## src/rtl/mult_div_iter_if.sv

```systemverilog
// Request/result bundle for the iterative multiply/divide unit.
// The master drives the operation request; the slave returns HI/LO and status.
interface mult_div_iter_if #(
    parameter int WIDTH = 32
);
    logic             start;
    logic [2:0]       op;
    logic [WIDTH-1:0] a;
    logic [WIDTH-1:0] b;
    logic             cancel;
    logic             busy;
    logic [WIDTH-1:0] hi;
    logic [WIDTH-1:0] lo;
    logic             done;
    logic             div0;

    modport master (
        output start, op, a, b, cancel,
        input  busy, hi, lo, done, div0
    );

    modport slave (
        input  start, op, a, b, cancel,
        output busy, hi, lo, done, div0
    );
endinterface

```

## src/rtl/mult_div_iter.sv

```systemverilog
// Iterative MIPS-style HI/LO unit: one bit per cycle shift-add multiply and
// restoring divide on magnitudes, with the sign fix-up applied in a final FIX cycle.
module mult_div_iter #(
    parameter int WIDTH = 32
) (
    input logic            clk,
    input logic            reset,
    mult_div_iter_if.slave bus
);

    localparam int CW = $clog2(WIDTH + 1);

    localparam logic [2:0] OP_MULT  = 3'd1;
    localparam logic [2:0] OP_MULTU = 3'd2;
    localparam logic [2:0] OP_DIV   = 3'd3;
    localparam logic [2:0] OP_DIVU  = 3'd4;
    localparam logic [2:0] OP_MTHI  = 3'd5;
    localparam logic [2:0] OP_MTLO  = 3'd6;
    localparam logic [2:0] OP_MADD  = 3'd7;

    typedef enum logic [1:0] {
        IDLE = 2'd0,
        CALC = 2'd1,
        FIX  = 2'd2
    } state_t;

    state_t             state_r;
    logic [CW-1:0]      count_r;
    logic [2:0]         op_r;
    logic [WIDTH:0]     acc_hi_r;
    logic [WIDTH-1:0]   acc_lo_r;
    logic [WIDTH-1:0]   mcand_r;
    logic               neg_q_r;
    logic               neg_r_r;
    logic [WIDTH-1:0]   hi_r;
    logic [WIDTH-1:0]   lo_r;
    logic               busy_r;
    logic               done_r;
    logic               div0_r;

    logic               signed_op_s;
    logic               a_neg_s;
    logic               b_neg_s;
    logic [WIDTH-1:0]   abs_a_s;
    logic [WIDTH-1:0]   abs_b_s;
    logic [WIDTH:0]     mul_sum_s;
    logic [WIDTH:0]     div_shift_s;
    logic [WIDTH:0]     div_trial_s;
    logic [WIDTH:0]     step_hi_s;
    logic [WIDTH-1:0]   step_lo_s;
    logic [2*WIDTH-1:0] prod_s;
    logic [2*WIDTH-1:0] prod_signed_s;
    logic [2*WIDTH-1:0] madd_s;
    logic [WIDTH-1:0]   quot_s;
    logic [WIDTH-1:0]   rem_s;

    assign bus.busy = busy_r;
    assign bus.hi   = hi_r;
    assign bus.lo   = lo_r;
    assign bus.done = done_r;
    assign bus.div0 = div0_r;

    // Operand magnitudes and sign flags captured when an operation launches.
    always_comb begin
        signed_op_s = (bus.op == OP_MULT) || (bus.op == OP_DIV) || (bus.op == OP_MADD);
        a_neg_s     = signed_op_s && bus.a[WIDTH-1];
        b_neg_s     = signed_op_s && bus.b[WIDTH-1];
        if (a_neg_s) begin
            abs_a_s = {WIDTH{1'b0}} - bus.a;
        end else begin
            abs_a_s = bus.a;
        end
        if (b_neg_s) begin
            abs_b_s = {WIDTH{1'b0}} - bus.b;
        end else begin
            abs_b_s = bus.b;
        end
    end

    // One iteration: acc_hi holds partial product / remainder, acc_lo the multiplier / quotient.
    always_comb begin
        if (acc_lo_r[0]) begin
            mul_sum_s = acc_hi_r + {1'b0, mcand_r};
        end else begin
            mul_sum_s = acc_hi_r;
        end
        div_shift_s = {acc_hi_r[WIDTH-1:0], acc_lo_r[WIDTH-1]};
        div_trial_s = div_shift_s - {1'b0, mcand_r};
        if ((op_r == OP_DIV) || (op_r == OP_DIVU)) begin
            if (!div_trial_s[WIDTH]) begin
                step_hi_s = div_trial_s;
                step_lo_s = {acc_lo_r[WIDTH-2:0], 1'b1};
            end else begin
                step_hi_s = div_shift_s;
                step_lo_s = {acc_lo_r[WIDTH-2:0], 1'b0};
            end
        end else begin
            step_hi_s = {1'b0, mul_sum_s[WIDTH:1]};
            step_lo_s = {mul_sum_s[0], acc_lo_r[WIDTH-1:1]};
        end
    end

    // Sign correction of the magnitude results; overflow of MIN/-1 falls out naturally.
    always_comb begin
        prod_s = {acc_hi_r[WIDTH-1:0], acc_lo_r};
        if (neg_q_r) begin
            prod_signed_s = {(2*WIDTH){1'b0}} - prod_s;
            quot_s        = {WIDTH{1'b0}} - acc_lo_r;
        end else begin
            prod_signed_s = prod_s;
            quot_s        = acc_lo_r;
        end
        if (neg_r_r) begin
            rem_s = {WIDTH{1'b0}} - acc_hi_r[WIDTH-1:0];
        end else begin
            rem_s = acc_hi_r[WIDTH-1:0];
        end
        madd_s = {hi_r, lo_r} + prod_signed_s;
    end

    // Control FSM, datapath registers and architectural HI/LO.
    always_ff @(posedge clk or negedge reset) begin
        if (!reset) begin
            state_r  <= IDLE;
            count_r  <= {CW{1'b0}};
            op_r     <= 3'd0;
            acc_hi_r <= {(WIDTH+1){1'b0}};
            acc_lo_r <= {WIDTH{1'b0}};
            mcand_r  <= {WIDTH{1'b0}};
            neg_q_r  <= 1'b0;
            neg_r_r  <= 1'b0;
            hi_r     <= {WIDTH{1'b0}};
            lo_r     <= {WIDTH{1'b0}};
            busy_r   <= 1'b0;
            done_r   <= 1'b0;
            div0_r   <= 1'b0;
        end else begin
            done_r <= 1'b0;
            div0_r <= 1'b0;
            case (state_r)
                IDLE: begin
                    if (bus.start && !bus.cancel) begin
                        case (bus.op)
                            OP_MULT, OP_MULTU, OP_DIV, OP_DIVU, OP_MADD: begin
                                op_r     <= bus.op;
                                acc_hi_r <= {(WIDTH+1){1'b0}};
                                acc_lo_r <= abs_a_s;
                                mcand_r  <= abs_b_s;
                                neg_q_r  <= a_neg_s ^ b_neg_s;
                                neg_r_r  <= a_neg_s;
                                count_r  <= CW'(WIDTH);
                                state_r  <= CALC;
                                busy_r   <= 1'b1;
                            end
                            OP_MTHI: hi_r <= bus.a;
                            OP_MTLO: lo_r <= bus.a;
                            default: begin
                            end
                        endcase
                    end
                end
                CALC: begin
                    if (bus.cancel) begin
                        state_r <= IDLE;
                        busy_r  <= 1'b0;
                        count_r <= {CW{1'b0}};
                    end else begin
                        acc_hi_r <= step_hi_s;
                        acc_lo_r <= step_lo_s;
                        count_r  <= count_r - CW'(1);
                        if (count_r == CW'(1)) begin
                            state_r <= FIX;
                        end else begin
                            state_r <= CALC;
                        end
                    end
                end
                FIX: begin
                    state_r <= IDLE;
                    busy_r  <= 1'b0;
                    if (!bus.cancel) begin
                        case (op_r)
                            OP_MULT, OP_MULTU: begin
                                {hi_r, lo_r} <= prod_signed_s;
                                done_r       <= 1'b1;
                            end
                            OP_MADD: begin
                                {hi_r, lo_r} <= madd_s;
                                done_r       <= 1'b1;
                            end
                            OP_DIV, OP_DIVU: begin
                                if (mcand_r == {WIDTH{1'b0}}) begin
                                    div0_r <= 1'b1;
                                end else begin
                                    hi_r   <= rem_s;
                                    lo_r   <= quot_s;
                                    done_r <= 1'b1;
                                end
                            end
                            default: begin
                            end
                        endcase
                    end
                end
                default: begin
                    state_r <= IDLE;
                    busy_r  <= 1'b0;
                    count_r <= {CW{1'b0}};
                end
            endcase
        end
    end

endmodule

```

## src/flat_wrapper.sv

```systemverilog
// flat-port wrapper written by rule: the top's interface ports become plain ports
module mult_div_iter_flat 
#(
    parameter int WIDTH = 32
)
  (clk, reset, bus_start, bus_op, bus_a, bus_b, bus_cancel, bus_busy, bus_hi, bus_lo, bus_done, bus_div0);
  mult_div_iter_if #(.WIDTH(WIDTH)) bus_i ();
  input logic clk;
  input logic reset;
  input wire logic [$bits(bus_i.start)-1:0] bus_start;
  input wire logic [$bits(bus_i.op)-1:0] bus_op;
  input wire logic [$bits(bus_i.a)-1:0] bus_a;
  input wire logic [$bits(bus_i.b)-1:0] bus_b;
  input wire logic [$bits(bus_i.cancel)-1:0] bus_cancel;
  output wire logic [$bits(bus_i.busy)-1:0] bus_busy;
  output wire logic [$bits(bus_i.hi)-1:0] bus_hi;
  output wire logic [$bits(bus_i.lo)-1:0] bus_lo;
  output wire logic [$bits(bus_i.done)-1:0] bus_done;
  output wire logic [$bits(bus_i.div0)-1:0] bus_div0;
  assign bus_i.start = bus_start;
  assign bus_i.op = bus_op;
  assign bus_i.a = bus_a;
  assign bus_i.b = bus_b;
  assign bus_i.cancel = bus_cancel;
  assign bus_busy = bus_i.busy;
  assign bus_hi = bus_i.hi;
  assign bus_lo = bus_i.lo;
  assign bus_done = bus_i.done;
  assign bus_div0 = bus_i.div0;
  mult_div_iter #(.WIDTH(WIDTH)) u_core (.clk(clk), .reset(reset), .bus(bus_i));
endmodule
```

## config.mk

```make
export PLATFORM = sky130hd
export DESIGN_NAME = mult_div_iter_flat
export DESIGN_NICKNAME = d
export VERILOG_FILES = /design/src/rtl/mult_div_iter_if.sv /design/src/rtl/mult_div_iter.sv /design/src/flat_wrapper.sv
export SDC_FILE = /design/constraint.sdc
export NUM_CORES = 1
export LEC_CHECK = 0
export CORE_MARGIN = 8
export CORE_UTILIZATION = 30
export DETAILED_ROUTE_END_ITERATION = 7
export SETUP_SLACK_MARGIN = 0.05
export SLEW_MARGIN = 20
export SYNTH_ARGS = -nofsm -noshare
export SYNTH_HDL_FRONTEND = slang
export SYNTH_SLANG_ARGS = --single-unit
```

## constraint.sdc

```tcl
create_clock -name clk -period 7.22 [get_ports clk]
set_input_delay 2.166 -clock clk [delete_from_list [all_inputs] [get_ports clk]]
set_output_delay 2.166 -clock clk [all_outputs]
set_load 0.05 [all_outputs]
```

======== Yosys cells after proc, flatten, opt, wreduce, memory -nomap -nowiden ========
Index checks and enable logic that the tools add are counted.
Widths: inputs -> output; s select.
operators by class
  add/subtract/negate cells ............... 9
  mux-type cells .......................... 51
  bitwise gates (word level) .............. 2
  reduce and logical (&&, ||, !) cells .... 22
  equal/unequal tests ..................... 24
operators with widths
  kind                   count
  $mux 32                16
  $mux 33                6
  $pmux 32 s2            3
  $pmux 32 s3            2
  $sub 1x32->32 const A  4
  $pmux 33 s2            1
  $add 64x64->64         1
  $mux 64                1
  $sub 1x64->64 const A  1
  $add 33x32->33         1
  $sub 33x32->33         1
  $logic_not 32->1       1
  $eq 3x3->1 const B     6
  $mux 6                 3
  $pmux 6 s3             1
  $eq 3x2->1 const B     4
  $ne 2x2->1 const B     6
  $reduce_and 6->1       2
  $mux 1                 11
  $reduce_and 3->1       3
  $mux 2                 4
  $eq 3x1->1 const B     2
  $eq 6x1->1 const B     1
  $sub 6x1->6 const B    1
  other kinds (19)       26
storage, ports and cells
  register bits after elaboration ......... 177
  word-level logic and storage cells ...... 121
  output and inout bits ................... 67
  input port bits ......................... 71

======== Logic depth before layout (Yosys ltp) ========
Gate-level depths: netlist of the first run.
  depth in word-level cells ............... 8
  mapped depth ............................ 21
  gate-level depth less buffers ........... 20

======== Worst setup path after synthesis of the first run ========
No wires, ideal clock.
  path kind ............................... flip-flop to flip-flop
  start point ............................. reg u_core.acc_lo_r[2]
  end point ............................... reg u_core.hi_r[28], in the netlist u_core.bus.hi[28]
  arrival time ............................ 4.630 ns
  path slack .............................. 2.494 ns
  cell stages (with the launch flop) ...... 20
  period minus slack after synthesis ...... 4.726 ns
  path buffers ............................ 2
  library setup time ...................... 0.095 ns
  required time ........................... 7.125 ns
  path through ............................ dfrtp_1 buf_2 or4_4 nor4_4 nand3_2 or4_4 buf_6 o21ai_1 xnor2_1 ha_1 and3_1 nor3b_1 nand2_1 inv_1 a222oi_1 a31o_2 o21ai_0 a311o_1 xnor2_1 o31ai_1
on the way
  word-level cells in the longest chain between the ends .. 6
RTL lines
  element                 line                  text
  start, declared         mult_div_iter.sv:31   logic [WIDTH-1:0] acc_lo_r;
  start signal, assigned  mult_div_iter.sv:128  acc_lo_r <= {WIDTH{1'b0}};
  start signal, assigned  mult_div_iter.sv:147  acc_lo_r <= abs_a_s;
  start signal, assigned  mult_div_iter.sv:169  acc_lo_r <= step_lo_s;
  $sub 1x64->64           mult_div_iter.sv:107  prod_signed_s = {(2*WIDTH){1'b0}} - prod_s;
  $mux 64 (*)             mult_div_iter.sv:106  if (neg_q_r) begin
  $add 64x64->64          mult_div_iter.sv:118  madd_s = {hi_r, lo_r} + prod_signed_s;
  $pmux 32 s3 (*)         mult_div_iter.sv:182  case (op_r)
  $mux 32 (*)             mult_div_iter.sv:181  if (!bus.cancel) begin
  $pmux 32 s2 (*)         mult_div_iter.sv:140  case (state_r)
  end signal, assigned    mult_div_iter.sv:184  {hi_r, lo_r} <= prod_signed_s;
  end signal, assigned    mult_div_iter.sv:188  {hi_r, lo_r} <= madd_s;
  end signal, assigned    mult_div_iter.sv:195  hi_r <= rem_s;
  end, declared           mult_div_iter.sv:35   logic [WIDTH-1:0] hi_r;
Mark *: on every way between the ends. The rest lies on a longest branch, timed or not. The select of a mux whose other input is x is not followed.
A chain may end at the register's enable or synchronous reset.

======== Worst setup path after layout of the first run ========
  start point ............................. reg u_core.acc_lo_r[10]
  end point ............................... reg u_core.hi_r[29], in the netlist u_core.bus.hi[29]
The elaborated chain is that of the path after synthesis.

==> run_results.csv, run 1 <==
group,metric,value,unit
run_status,outcome,"finished, final reports clean",
synthesis,synthesis.area,20000,µm²
layout,most-common-layout-cells,"432 x sky130_fd_sc_hd__nand2_1, 270 x sky130_fd_sc_hd__o21ai_0, 245 x sky130_fd_sc_hd__a21oi_1",
routing,iteration_0_drc_markers,2117,
layout,final.fill_count,7070,
synthesis,ys_dominant_reg_cell,"sky130_fd_sc_hd__dfrtp_1",
die,floorplan.rows,94,
layout,synthToLayoutAreaGrowth,13.0,%
clock_tree,tritoncts,"built",
power,standby_leakage_power,0.00933,µW
timing,slew_headroom,0.287,
clock_tree,cts_buffers,17,
power,max-vdd-ir-drop,0.000189,V
clock_tree,cts-resized-gates,0,
routing,ant_nets,0,
timing,max_freq,0.176,GHz
synthesis,postSynth.asyncResetShare,1.00,
flow_run,maxCapViolations,0,
placement,place.detailed.instances,3605,
grt,global_route_wire_length_before_repair,116000,µm
critical_path,critical_path_peak_fanout,8,
routing,route.detailed.drc,0,
critical_path,cp_data_required_time,7.62,ns
layout,num-nets-final,2976,
critical_path,critPathCaptureType,"flop",
layout,most_common_library_cell_in_the_layout_ignoring_fill_and_taps,"sky130_fd_sc_hd__nand2_1",
clock_tree,clkSinkCount,177,
layout,final_cells,3637,
layout,layout.area.seq,4430,µm²
critical_path,worstPathArrival,6.09,ns
grt,grt_remaining_overflow,0,
die,floorplan.initialDensity,0.304,
worst_hold_path,worst_hold_path_type,"reg2reg",
critical_path,critPathLaunchType,"flop",
die,core_area,65900,µm²
placement,hpwl,58600,µm
timing,final.setup_skew,0.0136,ns
layout,antenna_cells,0,
clock_tree,ctsRootBufferMaster,"sky130_fd_sc_hd__clkbuf_16",
synthesis,netlist_instances,2754,
clock_tree,cts.path.max_buffers,2,
timing,finalHoldViolations,0,
clock_tree,clk_pin_slew,0.08,ns
routing,via_count,20500,
synthesis,post-synth-top-area-cell,"sky130_fd_sc_hd__dfrtp_1",
critical_path,criticalPathCategory,"reg2reg",
routing,wl_per_cell,20.9,µm
synthesis,post-synth-top-area-fraction,0.221,
die,io-pin-count,138,
synthesis,syn_area_per_cell,7.27,µm²
timing,setup-violations-final,0,
grt,vias_in_the_first_global_route,19000,
timing,setup_repair_after_global_routing_missed_its_margin,"no",
timing,fin_tns_setup,0,ns
die,die-area,75200,µm²
die,die_width,274,µm
layout,multi_input_comb_area,14600,µm²
routing,drt_first_pass_iters,5,
synthesis,synth_top_cells_by_area,"sky130_fd_sc_hd__dfrtp_1 22%, sky130_fd_sc_hd__ha_1 8.9%, sky130_fd_sc_hd__nand2_1 8.1%",
timing,finalWorstPathRequiredPeriod,5.69,ns
timing,worstMarginPinSlew,1.06,ns
clock_tree,cts_hold_buf,0,
power,p_per_area,542,nW/µm²
placement,routabilityCongestion,0.958,
synthesis,ys_ff_latch,177,
routing,finalWirelength,75900,µm
clock_tree,clock_latency,0.50,ns
grt,gr-usage-all-layers,0.197,
routing,detail_route.vias_per_cell,5.65,
timing,final_slew_viol_count,0,
synthesis,synth_edf_count,0,
clock_tree,post-cts-setup-buffers,0,
grt,grt_max_degree,97,
synthesis,yosys.cell_types.count,95,
layout,final_layout_size_suffix_gt1_frac,0.0422,
synthesis,synth_sequential_area_ratio,0.221,
placement,numPortBuffers,137,
die,floorplan.die.height,274,µm
timing,min_period_over_period,0.787,
clock_tree,cts_htree_levels,4,
grt,antenna_violations_before_repair,0,
synthesis,yosys_warnings,0,
synthesis,synth_nets,2970,
-- kinds of logic (layout without fill, tap and decap cells) --
logic type | Yosys count | in the layout | share of synthesized area
adder cells (fa/ha/maj) | 145 | 145 | 0.0918
multiplexers | 25 | 25 | 0.0126
AND/OR/NAND/NOR | 999 | 999 | 0.234
flip-flops | 177 | 177 | 0.221
XOR/XNOR | 248 | 248 | 0.109
buffers and inverters | 255 | 274 | 0.0501
AO/OA/AOI/OAI | 905 | 905 | 0.282
-- through the flow --
step	setup slack (ns)	util	power, µW	area, µm²	hold slack, ns
finish	1.53	0.343	12300	22600	0.491
global route	1.09	0.343	13200	22600	0.507
CTS	1.57	0.343	12100	22600	0.491
detailed placement	1.63	0.334	11100	22000	0.475
global placement	1.69	0.334	11100	22000	0.475
floorplan	2.49	-	8670	20000	0.448
-- sequential cells by signal, summed over array words and instances (netlist names) --
| signal | count |
|---|---|
| u_core.neg_q_r | 1 |
| u_core.bus.busy | 1 |
| u_core.acc_hi_r | 33 |
| u_core.op_r | 3 |
| u_core.bus.lo | 32 |
| u_core.count_r | 6 |
| u_core.neg_r_r | 1 |
| u_core.state_r | 2 |
| u_core.bus.hi | 32 |
| u_core.mcand_r | 32 |
| u_core.bus.done | 1 |
| u_core.bus.div0 | 1 |
| u_core.acc_lo_r | 32 |
-- worst max-delay path, stage by stage, from the launching register on --
cell	delay, ns
sky130_fd_sc_hd__dfrtp_1	0.45
sky130_fd_sc_hd__or4_4	0.60
sky130_fd_sc_hd__nor4_4	0.28
sky130_fd_sc_hd__nand4_2	0.27
sky130_fd_sc_hd__nor4_1	0.86
sky130_fd_sc_hd__nand2_1	0.11
sky130_fd_sc_hd__nand2_1	0.11
sky130_fd_sc_hd__xnor2_1	0.17
sky130_fd_sc_hd__ha_1	0.38
sky130_fd_sc_hd__a21o_1	0.20
sky130_fd_sc_hd__a21o_1	0.17
sky130_fd_sc_hd__a221oi_1	0.33
sky130_fd_sc_hd__o21ai_0	0.14
sky130_fd_sc_hd__a31oi_1	0.18
sky130_fd_sc_hd__o31a_1	0.30
sky130_fd_sc_hd__o311ai_0	0.26
sky130_fd_sc_hd__and3_1	0.29
sky130_fd_sc_hd__o211a_1	0.22
sky130_fd_sc_hd__a311oi_1	0.25
-- cell usage after synthesis, types with 28 or more instances --
cell type	count
sky130_fd_sc_hd__ha_1	142
sky130_fd_sc_hd__o21ai_0	270
sky130_fd_sc_hd__a31oi_1	28
sky130_fd_sc_hd__inv_1	77
sky130_fd_sc_hd__clkbuf_1	141
sky130_fd_sc_hd__a21oi_1	245
sky130_fd_sc_hd__nand3_1	72
sky130_fd_sc_hd__a21o_1	56
sky130_fd_sc_hd__nor3_1	57
sky130_fd_sc_hd__nor2_1	209
sky130_fd_sc_hd__o211ai_1	28
sky130_fd_sc_hd__xnor2_1	162
sky130_fd_sc_hd__nand2b_1	29
sky130_fd_sc_hd__nor4_1	31
sky130_fd_sc_hd__a211oi_1	35
sky130_fd_sc_hd__nand2_1	432
sky130_fd_sc_hd__xor2_1	86
sky130_fd_sc_hd__dfrtp_1	177
sky130_fd_sc_hd__o31ai_1	52
-- path summary, 6_finish.rpt --
check	startpoint	to	slack (ns)	depth (start not counted)
max	u_core.acc_lo_r[10]	u_core.bus.hi[29]	1.53	18
min	u_core.count_r[4]	u_core.count_r[4]	0.49	1
max reg2reg	u_core.acc_lo_r[10]	u_core.bus.hi[29]	1.53	18
min reg2reg	u_core.count_r[4]	u_core.count_r[4]	0.49	1
max in group asynchronous	reset	u_core.neg_q_r	4.46	2
min in group asynchronous	reset	u_core.bus.lo[2]	1.70	1
-- where the power goes --
| group | switching (µW) | total (µW) | internal [µW] | leakage, µW |
|---|---|---|---|---|
| Combinational | 5630 | 9020 | 3390 | 0.00681 |
| Sequential | 865 | 2260 | 1400 | 0.00223 |
| Clock | 470 | 975 | 506 | 0.000281 |
-- layout make-up --
cell class / instances / area share
Multi-Input combinational cell: 2322 / 0.648
Sequential cell: 177 / 0.196
Timing Repair Buffer: 163 / 0.0700
Tap cell: 864 / 0.0478
Inverter: 79 / 0.0131
Clock inverter: 10 / 0.00443
Clock buffer: 22 / 0.0210
-- layer usage --
metal	GRT usage	routed length, µm	up-vias
li1	-	-	9952
met1	0.289	35700	9640
met2	0.286	31600	858
met3	0.0332	6250	99
met4	0.0700	2440	0
met5	0	0	-
Power figures use the tool's default switching activity.
==> run 2: changes to the inputs <==
==> constraint.sdc (replaced) <==
create_clock -name clk -period 4.95 [get_ports clk]
set_input_delay 1.485 -clock clk [delete_from_list [all_inputs] [get_ports clk]]
set_output_delay 1.485 -clock clk [all_outputs]
set_load 0.05 [all_outputs]
==> run 2 against run 1 <==
Net effect:
- first-iteration DRC count up 2.3%
- global-route usage up 0.92 points
- die area unchanged
- clock skew up 0.0018 ns
- non-clock buffer count up 166
- combinational power up 73%
- setup slack worse by 1.4 ns
- clock-buffer cell count down 4
- clock power up 53%
==> run_results.csv, run 2 (synthesis results as in run 1) <==
group,metric,value,unit
worst_hold_path,whs_endpoint,"u_core.count_r[4]",
timing,min_period_over_period,0.974,
timing,setup_repair_after_global_routing_missed_its_margin,"yes",
critical_path,cp_data_required_time,5.36,ns
routing,detail_route.vias_per_cell,5.62,
layout,most-common-layout-cells,"426 x sky130_fd_sc_hd__nand2_1, 251 x sky130_fd_sc_hd__o21ai_0, 230 x sky130_fd_sc_hd__a21oi_1",
critical_path,criticalPathCategory,"reg2reg",
clock_tree,tritoncts,"built",
timing,setup-violations-final,0,
run_status,outcome,"finished, final reports clean",
timing,finalWorstPathRequiredPeriod,4.82,ns
flow_run,maxCapViolations,0,
grt,grtUsageMet2,0.300,
critical_path,worstReg2RegStart,"u_core.acc_lo_r[9]",
timing,final_slew_viol_count,0,
timing,finalHoldViolations,0,
layout,top_register,"u_core.acc_hi_r",
timing,hold_ws,0.482,ns
timing,max_freq,0.207,GHz
layout,layout.area.seq,4430,µm²
critical_path,timing.rr.end,"u_core.bus.hi[29]",
timing,slew_headroom,0.296,
grt,gr-usage-all-layers,0.206,
grt,grt_max_degree,97,
critical_path,critPathCaptureType,"flop",
timing,final.setup_skew,0.0154,ns
layout,final_design_area_no_fill,24500,µm²
clock_tree,ctsRootBufferMaster,"sky130_fd_sc_hd__clkbuf_16",
clock_tree,cts_buffers,17,
placement,numPortBuffers,137,
clock_tree,clkSinkCount,177,
die,floorplan.die.height,274,µm
layout,antenna_cells,0,
grt,grt_remaining_overflow,0,
die,floorplan.initialDensity,0.304,
die,die_width,274,µm
placement,routabilityCongestion,0.992,
critical_path,depth_of_the_most_critical_reg_to_reg_path,18,
power,total_power,20000,µW
clock_tree,clock_latency,0.51,ns
routing,via_count,21400,
grt,global_route_wire_length_before_repair,120000,µm
layout,largest_reg_flops,33,
routing,drt_first_pass_iters,6,
critical_path,critical_path_peak_fanout,5,
die,core_area,65900,µm²
placement,post_dp_cell_area,23200,µm²
routing,wl_per_cell,21.1,µm
layout,num-nets-final,3143,
die,io-pin-count,138,
die,die-area,75200,µm²
layout,final_layout_size_suffix_gt1_frac,0.127,
critical_path,worst-r2r-setup-slack,0.13,ns
worst_hold_path,hold_start,"u_core.count_r[4]",
layout,multi_input_comb_area,15200,µm²
critical_path,critPathLaunchType,"flop",
timing,worstMarginPinSlew,1.06,ns
grt,grt_busiest_layer,"met1",
worst_hold_path,min_delay_path_depth,1,
grt,antenna_violations_before_repair,0,
routing,ant_nets,0,
worst_hold_path,worst_hold_path_type,"reg2reg",
routing,finalWirelength,80300,µm
clock_tree,cts.path.max_buffers,2,
clock_tree,cts_htree_levels,4,
power,max-vdd-ir-drop,0.000298,V
routing,route.detailed.drc,0,
power,p_per_area,816,nW/µm²
die,floorplan.rows,94,
routing,iteration_0_drc_markers,2165,
layout,most_common_library_cell_in_the_layout_ignoring_fill_and_taps,"sky130_fd_sc_hd__nand2_1",
critical_path,worstPathArrival,5.22,ns
layout,final.fill_count,6964,
placement,hpwl,62300,µm
power,standby_leakage_power,0.0103,µW
clock_tree,clk_pin_slew,0.07,ns
layout,synthToLayoutAreaGrowth,22.4,%
grt,gr-usage-met1,0.307,
grt,vias_in_the_first_global_route,19500,
grt,grtUsageMet3,0.0309,
run 2: cell count changes in the layout (fill, tap and decap cells not counted), moves of 11 or more:
cell / change
sky130_fd_sc_hd__a21oi_2: +14
sky130_fd_sc_hd__buf_4: +161
sky130_fd_sc_hd__ha_1: -12
sky130_fd_sc_hd__o21ai_0: -19
sky130_fd_sc_hd__a21oi_1: -15
sky130_fd_sc_hd__o21ai_1: +11
run 2: how the worst max path moves through the flow:
| stage | cells past startpoint | startpoint | endpoint |
|---|---|---|---|
| 2_1_floorplan | 19 | u_core.acc_lo_r[2] | u_core.bus.hi[28] |
| 3_3_place_gp | 20 | u_core.acc_lo_r[10] | u_core.bus.hi[29] |
| 3_5_place_dp | 20 | u_core.acc_lo_r[18] | u_core.bus.hi[29] |
| 4_1_cts | 18 | u_core.acc_lo_r[18] | u_core.bus.hi[29] |
| 5_1_grt | 18 | u_core.acc_lo_r[9] | u_core.bus.hi[29] |
| 6_report | 18 | u_core.acc_lo_r[9] | u_core.bus.hi[29] |
run 2: repair_timing:
item,in CTS,in global routing
hold buffers,0,0
cloned,0,1
gates resized for setup,8,122
setup buffers,3,16
pin swaps,4,40
hold endpoints to repair,0,0
endpoints found under the setup margin,6,49
run 2: area by class of cell:
cell class | count | area share
timing repair buffer | 329 | 0.117
clock buffer | 18 | 0.0179
tap | 864 | 0.0442
timing repair inverter | 1 | 0.000204
sequential | 177 | 0.181
clock inverter | 12 | 0.00639
multi-input combinational | 2322 | 0.621
inverter | 79 | 0.0123
run 2: metrics by stage:
stage / worst slack [ns] / util / setup TNS [ns] / instances
after global placement: -0.00162 / 0.352 / -0.00162 / 3752
after CTS: 0.0160 / 0.361 / 0 / 3785
after detailed placement: -0.0622 / 0.352 / -0.159 / 3752
final: 0.130 / 0.372 / 0 / 3802
after floorplan: 0.224 / - / 0 / 2754
after global routing: -0.0355 / 0.372 / -0.0516 / 3802
run 2: power breakdown:
part           switching, µW  leakage [µW]  internal [µW]
logic                   9380       0.00776           6180
registers                872       0.00223           2040
clock network            687      0.000293            803
run 2: per-layer routing:
| layer | wire [µm] | part of all wire |
|---|---|---|
| met1 | 37900 | 0.47 |
| met2 | 33500 | 0.42 |
| met3 | 6680 | 0.083 |
| met4 | 2190 | 0.027 |
| met5 | 0 | 0 |
run 2: worst max-delay path, cell delays in order (launching register included):
cell and delay, ns:
sky130_fd_sc_hd__dfrtp_1 0.39, sky130_fd_sc_hd__or4_4 0.56, sky130_fd_sc_hd__nor4_4 0.31, sky130_fd_sc_hd__nand4_2 0.23, sky130_fd_sc_hd__buf_4 0.20, sky130_fd_sc_hd__o31a_1 0.24, sky130_fd_sc_hd__xor2_1 0.18, sky130_fd_sc_hd__ha_1 0.38
sky130_fd_sc_hd__nand4_1 0.21, sky130_fd_sc_hd__nor4b_2 0.27, sky130_fd_sc_hd__a221o_1 0.18, sky130_fd_sc_hd__a21oi_1 0.04, sky130_fd_sc_hd__o21a_1 0.14, sky130_fd_sc_hd__o31a_1 0.35, sky130_fd_sc_hd__o311ai_2 0.29, sky130_fd_sc_hd__buf_4 0.18
sky130_fd_sc_hd__and3_4 0.20, sky130_fd_sc_hd__o21ai_0 0.09, sky130_fd_sc_hd__a311oi_2 0.26
